==> config.mk <==
export PLATFORM = sky130hd
export DESIGN_NAME = cpu_core
export DESIGN_NICKNAME = d
export VERILOG_FILES = /design/src/rtl/cpu_core_pkg.sv /design/src/rtl/cpu_core_alu.sv /design/src/rtl/cpu_core.sv
export SDC_FILE = /design/constraint.sdc
export NUM_CORES = 1
export LEC_CHECK = 0
export BUFFER_PORTS_ARGS = -buffer_cell sky130_fd_sc_hd__buf_2
export CAP_MARGIN = 15
export CORE_UTILIZATION = 60
export CTS_CLUSTER_SIZE = 10
export DETAILED_ROUTE_END_ITERATION = 10
export GPL_TIMING_DRIVEN = 0
export PLACE_DENSITY = 0.84
export SYNTH_ARGS = -nofsm -noshare
export SYNTH_HDL_FRONTEND = slang
export SYNTH_SLANG_ARGS = --single-unit
==> constraint.sdc <==
create_clock -name clk_i -period 7.1 [get_ports clk_i]
set_input_delay 0.355 -clock clk_i [delete_from_list [all_inputs] [get_ports clk_i]]
set_output_delay 0.355 -clock clk_i [all_outputs]
set_load 0.005 [all_outputs]
==> src/rtl/cpu_core_pkg.sv <==
// -----------------------------------------------------------------------------
// cpu_pkg
// Shared definitions for the 8-bit accumulator CPU: datapath widths, opcode
// encodings, the fixed program ROM image and the RAM power-on/reset image.
// No ports (package).
// -----------------------------------------------------------------------------
package cpu_pkg;

    localparam int DATA_W = 8;
    localparam int ADDR_W = 5;

    localparam logic [2:0] OP_LDA = 3'b000;
    localparam logic [2:0] OP_STA = 3'b001;
    localparam logic [2:0] OP_ADD = 3'b010;
    localparam logic [2:0] OP_SUB = 3'b011;
    localparam logic [2:0] OP_AND = 3'b100;
    localparam logic [2:0] OP_JMP = 3'b101;
    localparam logic [2:0] OP_JZ  = 3'b110;
    localparam logic [2:0] OP_JC  = 3'b111;

    // Fixed program: load, add, store, subtract the stored sum, loop on zero.
    function automatic logic [DATA_W-1:0] rom_word(input logic [ADDR_W-1:0] addr);
        logic [DATA_W-1:0] word;
        case (addr)
            5'd0:    word = 8'h10;  // LDA 0x10
            5'd1:    word = 8'h51;  // ADD 0x11
            5'd2:    word = 8'h32;  // STA 0x12
            5'd3:    word = 8'h72;  // SUB 0x12
            5'd4:    word = 8'hC0;  // JZ  0x00
            default: word = 8'h00;  // LDA 0x00
        endcase
        return word;
    endfunction

    // Image loaded into data RAM whenever reset is asserted.
    function automatic logic [DATA_W-1:0] ram_init_word(input logic [ADDR_W-1:0] addr);
        logic [DATA_W-1:0] word;
        case (addr)
            5'h10:   word = 8'h05;
            5'h11:   word = 8'h03;
            default: word = 8'h00;
        endcase
        return word;
    endfunction

endpackage

==> src/rtl/cpu_core_alu.sv <==
// -----------------------------------------------------------------------------
// alu
// Combinational ALU for the accumulator CPU.
// Ports:
//   a      in  8  accumulator operand
//   b      in  8  memory operand
//   op     in  3  instruction opcode
//   result out 8  LDA: b, ADD/SUB/AND: operation result, others: a
//   carry  out 1  ADD: carry-out, SUB: borrow (a < b), otherwise 0
//   zero   out 1  result == 0
// -----------------------------------------------------------------------------
module alu
    import cpu_pkg::*;
(
    input  logic [DATA_W-1:0] a,
    input  logic [DATA_W-1:0] b,
    input  logic [2:0]        op,
    output logic [DATA_W-1:0] result,
    output logic              carry,
    output logic              zero
);

    logic [DATA_W:0] sum_s;
    logic [DATA_W:0] diff_s;

    // Nine-bit arithmetic: bit 8 of the difference is set exactly when a < b.
    assign sum_s  = {1'b0, a} + {1'b0, b};
    assign diff_s = {1'b0, a} - {1'b0, b};

    // Result and carry selection by opcode; STA and jumps pass the accumulator.
    always_comb begin
        result = a;
        carry  = 1'b0;
        case (op)
            OP_LDA: result = b;
            OP_ADD: begin
                result = sum_s[DATA_W-1:0];
                carry  = sum_s[DATA_W];
            end
            OP_SUB: begin
                result = diff_s[DATA_W-1:0];
                carry  = diff_s[DATA_W];
            end
            OP_AND: result = a & b;
            default: begin
                result = a;
                carry  = 1'b0;
            end
        endcase
    end

    assign zero = (result == 8'h00);

endmodule

==> src/rtl/cpu_core.sv <==
// -----------------------------------------------------------------------------
// cpu_core
// Single-cycle 8-bit accumulator CPU with a fixed 32x8 program ROM, a 32x8
// data RAM, accumulator, carry/zero flags and a 5-bit PC. One instruction
// executes per clock; all architectural state commits on the rising edge.
// Ports:
//   clk_i     in  1  system clock
//   reset_i   in  1  asynchronous active-high reset (also reloads RAM image)
//   reg_acc_o out 8  accumulator
//   reg_sw_o  out 2  status word {C, Z}
//   curr_pc   out 5  program counter
//   curr_ins  out 8  ROM[curr_pc]
//   addr_o    out 5  operand address curr_ins[4:0]
//   bus_ram_o out 8  RAM[addr_o], asynchronous read
//   wr_o      out 1  accumulator write enable of the current instruction
//   wm_o      out 1  RAM write enable of the current instruction
//   bus_alu_o out 8  ALU result of the current instruction
// -----------------------------------------------------------------------------
module cpu_core
    import cpu_pkg::*;
(
    input  logic              clk_i,
    input  logic              reset_i,
    output logic [DATA_W-1:0] reg_acc_o,
    output logic [1:0]        reg_sw_o,
    output logic [ADDR_W-1:0] curr_pc,
    output logic [DATA_W-1:0] curr_ins,
    output logic [ADDR_W-1:0] addr_o,
    output logic [DATA_W-1:0] bus_ram_o,
    output logic              wr_o,
    output logic              wm_o,
    output logic [DATA_W-1:0] bus_alu_o
);

    logic [ADDR_W-1:0] pc_r;
    logic [DATA_W-1:0] acc_r;
    logic              c_r;
    logic              z_r;
    logic [DATA_W-1:0] ram_r [0:(1<<ADDR_W)-1];

    logic [DATA_W-1:0] ins_s;
    logic [2:0]        op_s;
    logic [ADDR_W-1:0] addr_s;
    logic [DATA_W-1:0] ram_rd_s;
    logic [DATA_W-1:0] alu_res_s;
    logic              alu_c_s;
    logic              alu_z_s;
    logic              wr_s;
    logic              wm_s;
    logic [ADDR_W-1:0] pc_next_s;
    logic              c_next_s;
    logic              z_next_s;

    assign ins_s    = rom_word(pc_r);
    assign op_s     = ins_s[7:5];
    assign addr_s   = ins_s[4:0];
    assign ram_rd_s = ram_r[addr_s];

    alu u_alu (
        .a      (acc_r),
        .b      (ram_rd_s),
        .op     (op_s),
        .result (alu_res_s),
        .carry  (alu_c_s),
        .zero   (alu_z_s)
    );

    // Control decode: write enables, next PC and next flag values.
    always_comb begin
        wr_s      = 1'b0;
        wm_s      = 1'b0;
        pc_next_s = pc_r + 5'd1;
        c_next_s  = c_r;
        z_next_s  = z_r;
        case (op_s)
            OP_LDA: begin
                wr_s     = 1'b1;
                z_next_s = alu_z_s;   // carry is preserved across loads
            end
            OP_STA: wm_s = 1'b1;
            OP_ADD, OP_SUB, OP_AND: begin
                wr_s     = 1'b1;
                c_next_s = alu_c_s;
                z_next_s = alu_z_s;
            end
            OP_JMP: pc_next_s = addr_s;
            OP_JZ: begin
                if (z_r) begin
                    pc_next_s = addr_s;
                end else begin
                    pc_next_s = pc_r + 5'd1;
                end
            end
            OP_JC: begin
                if (c_r) begin
                    pc_next_s = addr_s;
                end else begin
                    pc_next_s = pc_r + 5'd1;
                end
            end
            default: begin
                wr_s = 1'b0;
                wm_s = 1'b0;
            end
        endcase
    end

    // Architectural registers: PC, accumulator and flags.
    always_ff @(posedge clk_i or posedge reset_i) begin
        if (reset_i) begin
            pc_r  <= 5'd0;
            acc_r <= 8'h00;
            c_r   <= 1'b0;
            z_r   <= 1'b0;
        end else begin
            pc_r <= pc_next_s;
            if (wr_s) begin
                acc_r <= alu_res_s;
            end
            c_r <= c_next_s;
            z_r <= z_next_s;
        end
    end

    // Data RAM: reset restores the initial image, STA writes on the edge.
    always_ff @(posedge clk_i or posedge reset_i) begin
        if (reset_i) begin
            for (int i = 0; i < (1 << ADDR_W); i++) begin
                ram_r[i] <= ram_init_word(ADDR_W'(i));
            end
        end else if (wm_s) begin
            ram_r[addr_s] <= acc_r;
        end
    end

    assign reg_acc_o = acc_r;
    assign reg_sw_o  = {c_r, z_r};
    assign curr_pc   = pc_r;
    assign curr_ins  = ins_s;
    assign addr_o    = addr_s;
    assign bus_ram_o = ram_rd_s;
    assign wr_o      = wr_s;
    assign wm_o      = wm_s;
    assign bus_alu_o = alu_res_s;

endmodule

==> results by group, run 1 <==
Die
  – Core area: a little over 5000 um2
  – Die area: ~5700 um2
  – Chip Height: between 70 and 80 um
  – Ports: 48
  – Row count: 26
  – Die width: between 70 and 80 um
  – Initial Util: a little over three fifths

Route
  – Total wire length: 7.281 mm
  – Routed Antenna Nets: 0
  – DRC viols: 0
  – Starting DRT DRC Count: about 170
  – Drt first pass iters: 5
  – Vias/cell: between 5 and 6
  – Vias post-DR: 2600
  – DR WL/cell: between 15 and 20 um

Placed design
  – HPWL after DPL: about 5.6 mm
  – RD Place Congestion: 0.8908
  – I/O Buffers: 43
  – Placed instance area: 3567 um2

Global route
  – Met1 usage: 37.44%
  – Met2 Usage GRT: 43.25%
  – Largest net degree at the start of global routing: 29
  – Initial antenna violation count: 0
  – Gr busiest metal: met2
  – GR met3 Demand/Resource: between 4 and 5%
  – Remaining Overflow, GRT: 0
  – Vias in the first global route: between 2000 and 2500
  – Tot GR Track Use: between 20% and 30%
  – First-pass GRT wire length: 11.41 mm

Worst setup path
  – CP startpoint kind: flop
  – Worst Path Required: slightly below 7000 ps
  – CP max FO: 10
  – Setup CP Type: reg2out
  – Worst Path Arrival: between 4000 and 5000 ps
  – Worst Setup End Kind: output pin
  – Reg2reg setup slack: just under 2000 ps

STA
  – Worst-Margin Slew: approximately 1000 ps
  – Final Hold Viols: 0
  – Minimum clock period: ~5300 ps
  – Setup TNS Final: 0 ps
  – Setup Viol. Count Final: 0
  – Final-report max-slew violation count: 0
  – Fin crit share: between 70% and 80%
  – Skew final: roughly 14 ps
  – Max_slew headroom: 34.39%
  – RSZ-0062 raised after global routing: no
  – Fmax: ~0.19 GHz

Finish
  – Fin nets: about 420
  – Layout cells sized above 1: about a fifth
  – Design area: ~3700 um2
  – FILL cells: 430
  – Area Overhead vs Synth: 13.97%
  – Antenna Cells: 0

Min path
  – Hold WC Path Type: in2async

Synthesis
  – Share of the synthesized area in the top cell type: 39.47%
  – Synth Area in Adders: 10.53%
  – Post-synthesis cell area: 3233 um2
  – Post-synthesis compound-gate area fraction: between 10% and 20%
  – Sequential element share of the synthesized area: between 40% and 50%
  – Area contributors post-synth: dfrtp_1 (39%), ha_1 (9.3%), nand2_1 (4.9%)
  – Mux cell area share after synthesis: about 5%
  – Post-Syn Instances: around 340
  – Syn. warnings: 0
  – Largest family of logic cells by synthesized area: compound AO/OA/AOI/OAI gates
  – Asr flop ratio synth: 100.0%
  – Post-Synth XOR/XNOR Area: 3.251%
  – Top_reg_cell synth: dfrtp_1
  – Post-synth EDFFs: 0
  – Post-Synth Simple-Gate Area: 13.58%
  – Area leader, netlist: dfrtp_1
  – #FFs+latches synth: 55
  – Synth cell types: 62
  – Avg Cell Area, Syn: ~9.6 um2

Power
  – Internal power: between 400 and 500 uW
  – Gate power share: under 10%
  – Pwr Density: about 150 nW/um2
  – Psw: between 100 and 150 uW
  – Leak: about 1.9 nW
  – Max IR drop VDD: between 100 and 150 uV
  – Clock power frac: 39.6%
  – Sw Ratio: 21.22%
  – Share of power burned in registers: roughly three fifths

Clock tree
  – Num CTS Buffers: 5
  – CTS sink cnt: 55
  – Worst skew pair latency: 320 ps
  – Clock Tree Buf Depth: 2
  – H-tree levels: 2
  – Worst-path clk slew: ~100 ps
  – Post-cts resize count: 0
  – Postcts setup bufs: 0
  – Hold buffers post-CTS: 0
  – Root buffer cell: clkbuf_8
  – TritonCTS clock tree: done

Run
  – Max-cap viol count: 0

Run status
  – Status: finished clean
critical path, stage by stage, from the launching register on:
cell	delay (ps)
dfrtp_1	390
buf_6	140
nor3_2	470
nand2_1	290
inv_2	260
mux2i_1	120
a221oi_1	830
ha_1	290
inv_1	50
fa_1	400
a21o_1	190
a21oi_1	270
o31ai_1	160
xor2_1	180
o221ai_1	350
a21o_1	130
buf_2	110
kinds of logic (layout without fill, tap and decap cells):
family                   after synthesis  after routing
buffers and inverters                 71            124
multiplexers                          14             14
other                                  1              4
AND/OR/NAND/NOR                       92             92
flip-flops                            55             55
XOR/XNOR                              12             12
adder cells (fa/ha/maj)               26             26
AO/OA/AOI/OAI                         67             67
cells in the final DEF (no fill, tap or decap), drive strengths merged, types with 2 or more instances in the layout:
master	n
o21ai	11
a221oi	3
a31oi	5
o21bai	2
xnor2	8
dfrtp	51
a21o	6
xor2	4
and2	3
o21a	2
a21oi	11
nor2b	2
nand2b	4
buf	55
a211oi	2
nand2	43
or4	2
clkbuf	43
clkinv	3
nand3	8
o221a	2
a22oi	2
o22ai	2
inv	22
dfstp	4
o31ai	2
o211ai	3
ha	24
a22o	2
fa	2
nor2	21
conb	4
nor3	2
or2	2
mux2i	12
mux4	2
cell usage after synthesis (6+ instances only):
cell type  number
a21o_1          6
a21oi_1        11
buf_4          10
clkbuf_1       37
dfrtp_1        51
ha_1           24
inv_1          20
mux2i_1        12
nand2_1        42
nand3_1         8
nor2_1         20
o21ai_0        11
xnor2_1         8
final cells by class:
class / count / area (um2) / share of cell area, %
multi-input combinational: 215 / 1549 / 42.04
sequential: 55 / 1381 / 37.49
tap: 70 / 87.58 / 2.377
buffer: 48 / 225.2 / 6.112
clock inverter: 3 / 43.79 / 1.188
timing repair buffer: 45 / 240.2 / 6.520
clock buffer: 5 / 68.82 / 1.868
inverter: 23 / 88.84 / 2.411
per-layer routing:
layer  routed length, um  vias up
met3                 407       16
met4                 212        0
li1                    -     1223
met2                3395       99
met5                   0        -
met1                3265     1262
final timing paths:
| path | start | to | depth (start not counted) |
|---|---|---|---|
| max | curr_pc[2] | bus_alu_o[6] | 16 |
| min | reset_i | curr_pc[0] | 2 |
| max reg2reg | curr_pc[2] | z_r | 16 |
| min reg2reg | ram_r[112] | ram_r[112] | 1 |
| max in group asynchronous | reset_i | ram_r[119] | 3 |
| min in group clk_i | ram_r[112] | ram_r[112] | 1 |
per-stage QoR:
| stage | hold WS, ps | cells | util (%) | total power, mW | worst slack (ps) |
|---|---|---|---|---|---|
| after floorplan | 422.9 | 341 | - | 0.3258 | 2852 |
| after global placement | 432.7 | 454 | 69.01 | 0.3277 | 2166 |
| after detailed placement | 437.9 | 455 | 69.40 | 0.3293 | 2182 |
| after CTS | 119.4 | 463 | 71.59 | 0.5382 | 1914 |
| after global routing | 150.9 | 464 | 71.69 | 0.5524 | 1532 |
| final | 99.19 | 464 | 71.69 | 0.5345 | 1809 |
flip-flops by register name, indices dropped and copies added (netlist names):
signal / cells
curr_pc: 5
ram_r: 40
reg_acc_o: 8
c_r: 1
z_r: 1
power groups by stage:
stage / clock (mW) / combinational, mW / sequential (mW)
after floorplan: 0 / 0.00662 / 0.319
after global placement: 0 / 0.00850 / 0.319
after detailed placement: 0 / 0.0101 / 0.319
after CTS: 0.215 / 0.0101 / 0.313
after global routing: 0.228 / 0.0117 / 0.313
final: 0.212 / 0.00961 / 0.313
No activity file was read; power rests on OpenSTA's default activity.
==> run 2, diff against run 1 <==
--- a/config.mk
+++ b/config.mk
@@ -7,11 +7,11 @@
 export LEC_CHECK = 0
 export BUFFER_PORTS_ARGS = -buffer_cell sky130_fd_sc_hd__buf_2
 export CAP_MARGIN = 15
-export CORE_UTILIZATION = 60
+export CORE_UTILIZATION = 56
 export CTS_CLUSTER_SIZE = 10
 export DETAILED_ROUTE_END_ITERATION = 10
 export GPL_TIMING_DRIVEN = 0
-export PLACE_DENSITY = 0.84
+export PLACE_DENSITY = 0.8
 export SYNTH_ARGS = -nofsm -noshare
 export SYNTH_HDL_FRONTEND = slang
 export SYNTH_SLANG_ARGS = --single-unit
==> constraint.sdc (replaced) <==
create_clock -name clk_i -period 5.5 [get_ports clk_i]
set_input_delay 0.275 -clock clk_i [delete_from_list [all_inputs] [get_ports clk_i]]
set_output_delay 0.275 -clock clk_i [all_outputs]
set_load 0.005 [all_outputs]
==> run 2 against run 1 <==
  * Sequential power is 29% higher
  * Final area is 0.27% higher
  * Via count is 0.96% higher
  * Clock skew is 3.3 ps higher
  * Register-to-register slack worse by 1400 ps
  * Flip-flop and latch count stayed put
==> results by group, run 2 (same netlist as run 1, synthesis figures left out) <==
Run status
  – Status: finished clean

Finish
  – Area taken by flip-flops and latches: 1381 um2 (unchanged)
  – Antenna Cells: 0 (unchanged)
  – Area Overhead vs Synth: 14.28%
  – Design area: 3695 um2 (+0.27%)
  – Commonest non-fill, non-tap cells in the layout: dfrtp_1 (51), buf_2 (43), nand2_1 (42)
  – Max reg flops: 40 (unchanged)
  – Layout cells sized above 1: 21.77% (+0.45 points)
  – Post-layout util: 66.69% (-5.0 points)
  – Most common cell after layout, fill and taps aside: dfrtp_1
  – FILL cells: 458 (+6.5%)
  – Fin nets: 422 (+0.24%)
  – Area of the multi-input gates: 1562 um2 (+0.81%)
  – Most flop-heavy register: ram_r

Worst setup path
  – Worst Path Arrival: 4690 ps (-250 ps)
  – Crit-path max cell delay: 540 ps (-290 ps)
  – Worst Path Required: 5220 ps (-1520 ps)
  – CP max FO: 10 (unchanged)
  – Reg2reg setup slack: 630 ps (-1350 ps)
  – Worst Setup End Kind: output pin
  – Cell mode on critical path: a21o_1
  – Bufs and invs on worst path: 4 (unchanged)
  – Setup CP Type: reg2out
  – Family with the most delay on the worst path: compound AO/OA/AOI/OAI gates
  – CP startpoint kind: flop
  – Slowest-stage cell, CP: a221oi_2
  – CP cell instances: buf_6 > nor3_2 > nand2_1 > inv_2 > mux2i_1 > a221oi_2 > ha_1 > inv_1 > fa_1 > a21o_1 > a21oi_1 > o31ai_1 > xor2_1 > o221ai_1 > a21o_1 > buf_2

Clock tree
  – Postcts setup bufs: 0 (unchanged)
  – TritonCTS clock tree: done
  – Worst skew pair latency: 320 ps (about the same)
  – CTS sink cnt: 55 (unchanged)
  – H-tree levels: 2 (unchanged)
  – Worst-path clk slew: 110 ps (about the same)
  – Clock Tree Buf Depth: 2 (unchanged)
  – Root buffer cell: clkbuf_8
  – Num CTS Buffers: 5 (unchanged)

Route
  – Total wire length: 7.291 mm (+0.14%)
  – DR WL/cell: 15.61 um (-0.51%)
  – Vias/cell: 5.621 (+0.31%)
  – Vias post-DR: 2625 (+0.96%)
  – DRC viols: 0 (unchanged)
  – Routed Antenna Nets: 0 (unchanged)
  – Starting DRT DRC Count: 267 (+62%)
  – Drt first pass iters: 5 (unchanged)

Power
  – Max IR drop VDD: 158.9 uV (+26%)
  – PnR Total Power: 659.8 uW (+23%)
  – Leak: 1.898 nW (+0.30%)
  – Pwr Density: 178.6 nW/um2 (+23%)

Global route
  – Largest net degree at the start of global routing: 45 (+55%)
  – Initial antenna violation count: 0 (unchanged)
  – Tot GR Track Use: 26.05% (-1.5 points)
  – First-pass GRT wire length: 12.10 mm (+6.0%)
  – Vias in the first global route: 2470 (+2.3%)
  – Remaining Overflow, GRT: 0 (unchanged)

Die
  – Chip Height: 77.98 um (+3.4%)
  – Die width: 77.98 um (+3.4%)
  – Ports: 48 (unchanged)
  – Core area: 5540 um2 (+7.8%)
  – Row count: 27 (+3.8%)
  – Initial Util: 58.36% (-4.5 points)
  – Die area: 6081 um2 (+6.9%)

STA
  – Fin crit share: approximately nine tenths
  – Final Hold Viols: 0 (unchanged)
  – Setup TNS Final: 0 ps (unchanged)
  – Max_slew headroom: 41.43% (+7.0 points)
  – Hold WS: 424.6 ps (+325.4 ps)
  – Setup Viol. Count Final: 0 (unchanged)
  – Minimum clock period: 4965 ps
  – RSZ-0062 raised after global routing: no
  – Skew final: 17.29 ps (+3.285 ps)
  – Final-report max-slew violation count: 0 (unchanged)
  – Fmax: roughly 0.2 GHz
  – Worst-Margin Slew: 878.5 ps (-105.6 ps)

Run
  – Max-cap viol count: 0 (unchanged)

Placed design
  – HPWL after DPL: 5.537 mm (-0.88%)
  – RD Place Congestion: 0.9285 (+4.2%)
  – I/O Buffers: 43 (unchanged)
  – Placed instance area: 3570 um2 (about the same)

Min path
  – Hold WC Path Type: in2async
## run 2: stage by stage
stage	cells	setup slack, ps
global route	467	206.1
floorplan	341	1252
finish	467	535.0
CTS	466	315.8
global placement	456	546.5
detailed placement	457	477.6
## run 2: area by class of cell
type                            count  share of cell area [%]
Timing Repair Buffer               46                   6.773
Sequential cell                    55                   37.39
Buffer                             48                   6.096
Clock inverter                      3                  0.7789
Clock buffer                        5                   1.863
Inverter                           23                   2.404
Tap cell                           72                   2.438
Multi-Input combinational cell    215                   42.26
## run 2: worst register-to-register path, cell delays in order, from the launching register on
cell and delay, ps:
dfrtp_1 450, ha_1 210, clkbuf_1 200, or2_2 340, clkbuf_1 160, nor3_1 620, a221oi_2 250, ha_1 280
fa_1 440, a211oi_1 270, o21ai_0 140, a21oi_1 270, mux2i_1 210, o221ai_1 200, or4b_1 520, o31ai_2 230
## run 2: what timing repair did
action / 4_1_cts / 5_1_grt
resized for setup: 0 / 2
hold buffers: 1 / 0
endpoints found under the hold margin: 10 / 0
endpoints found under the setup margin: 0 / 2
## run 2: metal layers
| metal | routed length, um | up-vias | track usage, % | part of all wire (%) |
|---|---|---|---|---|
| met4 | 134 | 0 | 9.259 | 1.8 |
| met2 | 3399 | 122 | 42.74 | 47 |
| met5 | 0 | - | 0 | 0 |
| li1 | - | 1228 | - | - |
| met1 | 3296 | 1256 | 35.43 | 45 |
| met3 | 461 | 19 | 3.529 | 6.3 |
## run 2: worst paths after layout
kind | cells past startpoint | from | end
worst min register to register | 1 | ram_r[120] | ram_r[120]
worst min-delay path | 3 | reset_i | curr_pc[0]
max in group asynchronous | 4 | reset_i | ram_r[112]
worst max-delay path | 16 | curr_pc[2] | bus_alu_o[6]
min in group clk_i | 1 | ram_r[120] | ram_r[120]
worst max register to register | 15 | curr_pc[0] | z_r
## run 2: power breakdown
part           internal [mW]  leakage (nW)  switching, mW
Combinational        0.00402          1.10        0.00912
Sequential             0.404         0.744              0
Clock                 0.0948        0.0502          0.148
==> run 3, diff against run 2 <==
--- a/config.mk
+++ b/config.mk
@@ -7,11 +7,12 @@
 export LEC_CHECK = 0
 export BUFFER_PORTS_ARGS = -buffer_cell sky130_fd_sc_hd__buf_2
 export CAP_MARGIN = 15
-export CORE_UTILIZATION = 56
+export CORE_UTILIZATION = 57
 export CTS_CLUSTER_SIZE = 10
 export DETAILED_ROUTE_END_ITERATION = 10
 export GPL_TIMING_DRIVEN = 0
 export PLACE_DENSITY = 0.8
 export SYNTH_ARGS = -nofsm -noshare
 export SYNTH_HDL_FRONTEND = slang
+export SYNTH_HIERARCHICAL = 1
 export SYNTH_SLANG_ARGS = --single-unit
==> run 3 against run 2 <==
  * Register-to-register slack worse by 130 ps
  * Critical path depth down 2
  * Core utilization up 0.90 points
  * Final cell count up 9.0%
  * Highest routed layer unchanged
  * Fmax down 0.63%
  * Clock skew down 13 ps
  * Total power up 5.4%
  * Largest power group unchanged
  * Clock power up 15%
==> results by group, run 3 <==
Placed design
  – DP Cell Count: 500 (+9.4%)
  – DP Worst Slack: 650.2 ps (+172.6 ps)
  – I/O Buffers: 43 (unchanged)
  – RD Place Congestion: 0.9040 (-2.6%)
  – HPWL after DPL: 6.213 mm (+12%)

Die
  – Initial Util: 59.67% (+1.3 points)
  – Chip Height: 81.19 um (+4.1%)
  – Die area: 6592 um2 (+8.4%)
  – Row count: 28 (+3.7%)
  – Ports: 48 (unchanged)
  – Die width: 81.19 um (+4.1%)
  – Core area: 5991 um2 (+8.1%)

Route
  – Vias/cell: 5.692 (+1.3%)
  – DR WL/cell: 16.26 um (+4.2%)
  – DRC viols: 0 (unchanged)
  – Total wire length: 8.277 mm (+14%)
  – Starting DRT DRC Count: 249 (-6.7%)
  – Routed Antenna Nets: 0 (unchanged)
  – Drt first pass iters: 5 (unchanged)
  – Vias post-DR: 2897 (+10%)

Worst setup path
  – Worst Path Required: 5760 ps (+540 ps)
  – Setup CP Type: reg2reg
  – Crit path launch: curr_pc[0]
  – Worst Path Arrival: 5250 ps (+560 ps)
  – CP endpoint: z_r
  – Reg-to-Reg End: z_r
  – CP max FO: 10 (unchanged)
  – Reg2reg setup slack: 500 ps (-130 ps)
  – Worst Setup End Kind: flop
  – Critical R2R Launch: curr_pc[0]
  – CP startpoint kind: flop
  – Path depth of the worst reg2reg path: 14 (-1)

Run
  – Max-cap viol count: 0 (unchanged)

Finish
  – Most flop-heavy register: ram_r
  – Max reg flops: 40 (unchanged)
  – Layout cells sized above 1: 26.04% (+4.3 points)
  – Non-Filler Instances: 509 (+9.0%)
  – Fin nets: 457 (+8.3%)
  – Area Overhead vs Synth: 13.27%
  – Post-layout util: 67.59% (+0.90 points)
  – Commonest non-fill, non-tap cells in the layout: buf_2 (51), dfrtp_1 (51), clkbuf_1 (36)
  – Antenna Cells: 0 (unchanged)

Synthesis
  – Sequential element share of the synthesized area: 38.64% (-4.1 points)
  – #FFs+latches synth: 55 (unchanged)
  – Most instantiated cells after synthesis: dfrtp_1 (51), clkbuf_1 (36), nor2_1 (29)
  – Asr flop ratio synth: 100.0% (unchanged)
  – Share of the synthesized area in the top cell type: 35.70% (-3.8 points)
  – Synth cell types: 59 (-4.8%)
  – Top_reg_cell synth: dfrtp_1
  – Area leader, netlist: dfrtp_1
  – Most frequent cell after synthesis: dfrtp_1
  – Post-synthesis cell area: 3575 um2 (+11%)
  – Avg Cell Area, Syn: 9.482 um2 (-0.87%)
  – Post-Syn Instances: 377 (+12%)
  – Post-synth EDFFs: 0 (unchanged)
  – Area contributors post-synth: dfrtp_1 (36%), ha_1 (7.0%), mux2i_1 (4.5%)
  – Syn. warnings: 6 (+6)

Power
  – Sw Ratio: 20.10% (-3.7 points)
  – Internal power: 555.6 uW (+10%)
  – Max IR drop VDD: 179.4 uV (+13%)
  – Pwr Density: 171.7 nW/um2 (-3.8%)
  – Clock power frac: 40.0% (+3.3 points)
  – Gate power share: 1.9% (about the same)
  – Leak: 2.053 nW (+8.1%)
  – Psw: 139.7 uW (-11%)
  – Share of power burned in registers: 58.1% (-3.2 points)

Global route
  – Largest net degree at the start of global routing: 37 (-18%)
  – Remaining Overflow, GRT: 0 (unchanged)
  – Initial antenna violation count: 0 (unchanged)
  – Tot GR Track Use: 27.83% (+1.8 points)
  – Vias in the first global route: 2780 (+13%)
  – First-pass GRT wire length: 13.70 mm (+13%)

Clock tree
  – Postcts setup bufs: 0 (unchanged)
  – Root buffer cell: clkbuf_8
  – TritonCTS clock tree: done
  – Worst-path clk slew: 90 ps (-20 ps)
  – Post-cts resize count: 0 (unchanged)
  – Worst skew pair latency: 310 ps (about the same)
  – CTS sink cnt: 55 (unchanged)
  – Clock Tree Buf Depth: 2 (unchanged)
  – H-tree levels: 2 (unchanged)
  – Hold buffers post-CTS: 1 (unchanged)
  – Num CTS Buffers: 5 (unchanged)

STA
  – Post-route setup slack: 503.8 ps (-31.23 ps)
  – Setup Viol. Count Final: 0 (unchanged)
  – Fin crit share: 90.84% (+0.57 points)
  – Hold WS: 449.6 ps (+24.99 ps)
  – Setup TNS Final: 0 ps (unchanged)
  – Minimum clock period: 4996 ps (+31.23 ps)
  – Final Hold Viols: 0 (unchanged)
  – Final-report max-slew violation count: 0 (unchanged)
  – Fmax: 0.2002 GHz (-0.63%)
  – Max_slew headroom: 44.30% (+2.9 points)
  – Worst-Margin Slew: 826.8 ps (-51.71 ps)
  – Skew final: 4.742 ps (-12.54 ps)
  – RSZ-0062 raised after global routing: no

Min path
  – Worst hold stages: 1
  – Hold wc startpoint: ram_r[112]
  – Hold WC Path Type: reg2reg

Run status
  – Status: finished clean
run 3: final cells by class:
class / instances / area (um2)
flip-flops and latches: 55 / 1381
clock buffers: 6 / 82.58
well taps: 75 / 93.84
plain buffers: 61 / 330.3
fillers: 497 / 1942
inverters: 22 / 85.08
repair buffers: 46 / 250.2
clock inverters: 2 / 35.03
multi-input cells: 242 / 1790
run 3: worst min-delay path by stage:
stage                             to
final                     ram_r[112]
after global routing      ram_r[113]
after CTS                 ram_r[120]
after detailed placement  ram_r[116]
after global placement    ram_r[120]
after floorplan           ram_r[119]
run 3: cells by family (layout without fill, tap and decap cells):
group | Yosys count | count (layout) | synth area share [%]
compound gates | 87 | 87 | 15.33
xor+xnor | 9 | 9 | 2.205
fa+ha+maj | 22 | 22 | 8.120
buf+inv | 83 | 137 | 11.62
flops | 55 | 55 | 38.64
mux | 34 | 34 | 11.10
other cells | 1 | 4 | 0.1049
simple gates | 86 | 86 | 12.88
run 3: metrics by stage:
stage,power (mW),area (um2)
global placement,0.4229,3895
finish,0.6954,4049
detailed placement,0.4250,3921
floorplan,0.4206,3586
CTS,0.7003,4049
global route,0.7187,4049
run 3: per-layer routing:
layer / vias up / part of all wire, % / track usage [%]
met1: 1394 / 46 / 39.94
li1: 1380 / - / -
met3: 11 / 6.3 / 4.944
met5: - / 0 / 0
met2: 112 / 46 / 43.03
met4: 0 / 1.3 / 7.679
run 3: critical path, stage by stage, from the launching register on:
cell and delay, ps:
dfrtp_1 450, ha_1 320, o21ai_1 510, clkbuf_1 390, o21ai_0 320, ha_1 330, fa_1 410, nor2b_4 150
o311ai_1 400, mux2i_1 250, nor3_1 70, or3_4 400, or4_4 540, nor3_2 210, mux2_4 190
run 3: power by group through the flow:
| stage | logic, mW | registers (mW) | clock network [mW] |
|---|---|---|---|
| floorplan | 0.00854 | 0.412 | 0 |
| global placement | 0.0108 | 0.412 | 0 |
| detailed placement | 0.0130 | 0.412 | 0 |
| CTS | 0.0135 | 0.404 | 0.283 |
| global route | 0.0153 | 0.404 | 0.299 |
| finish | 0.0130 | 0.404 | 0.278 |
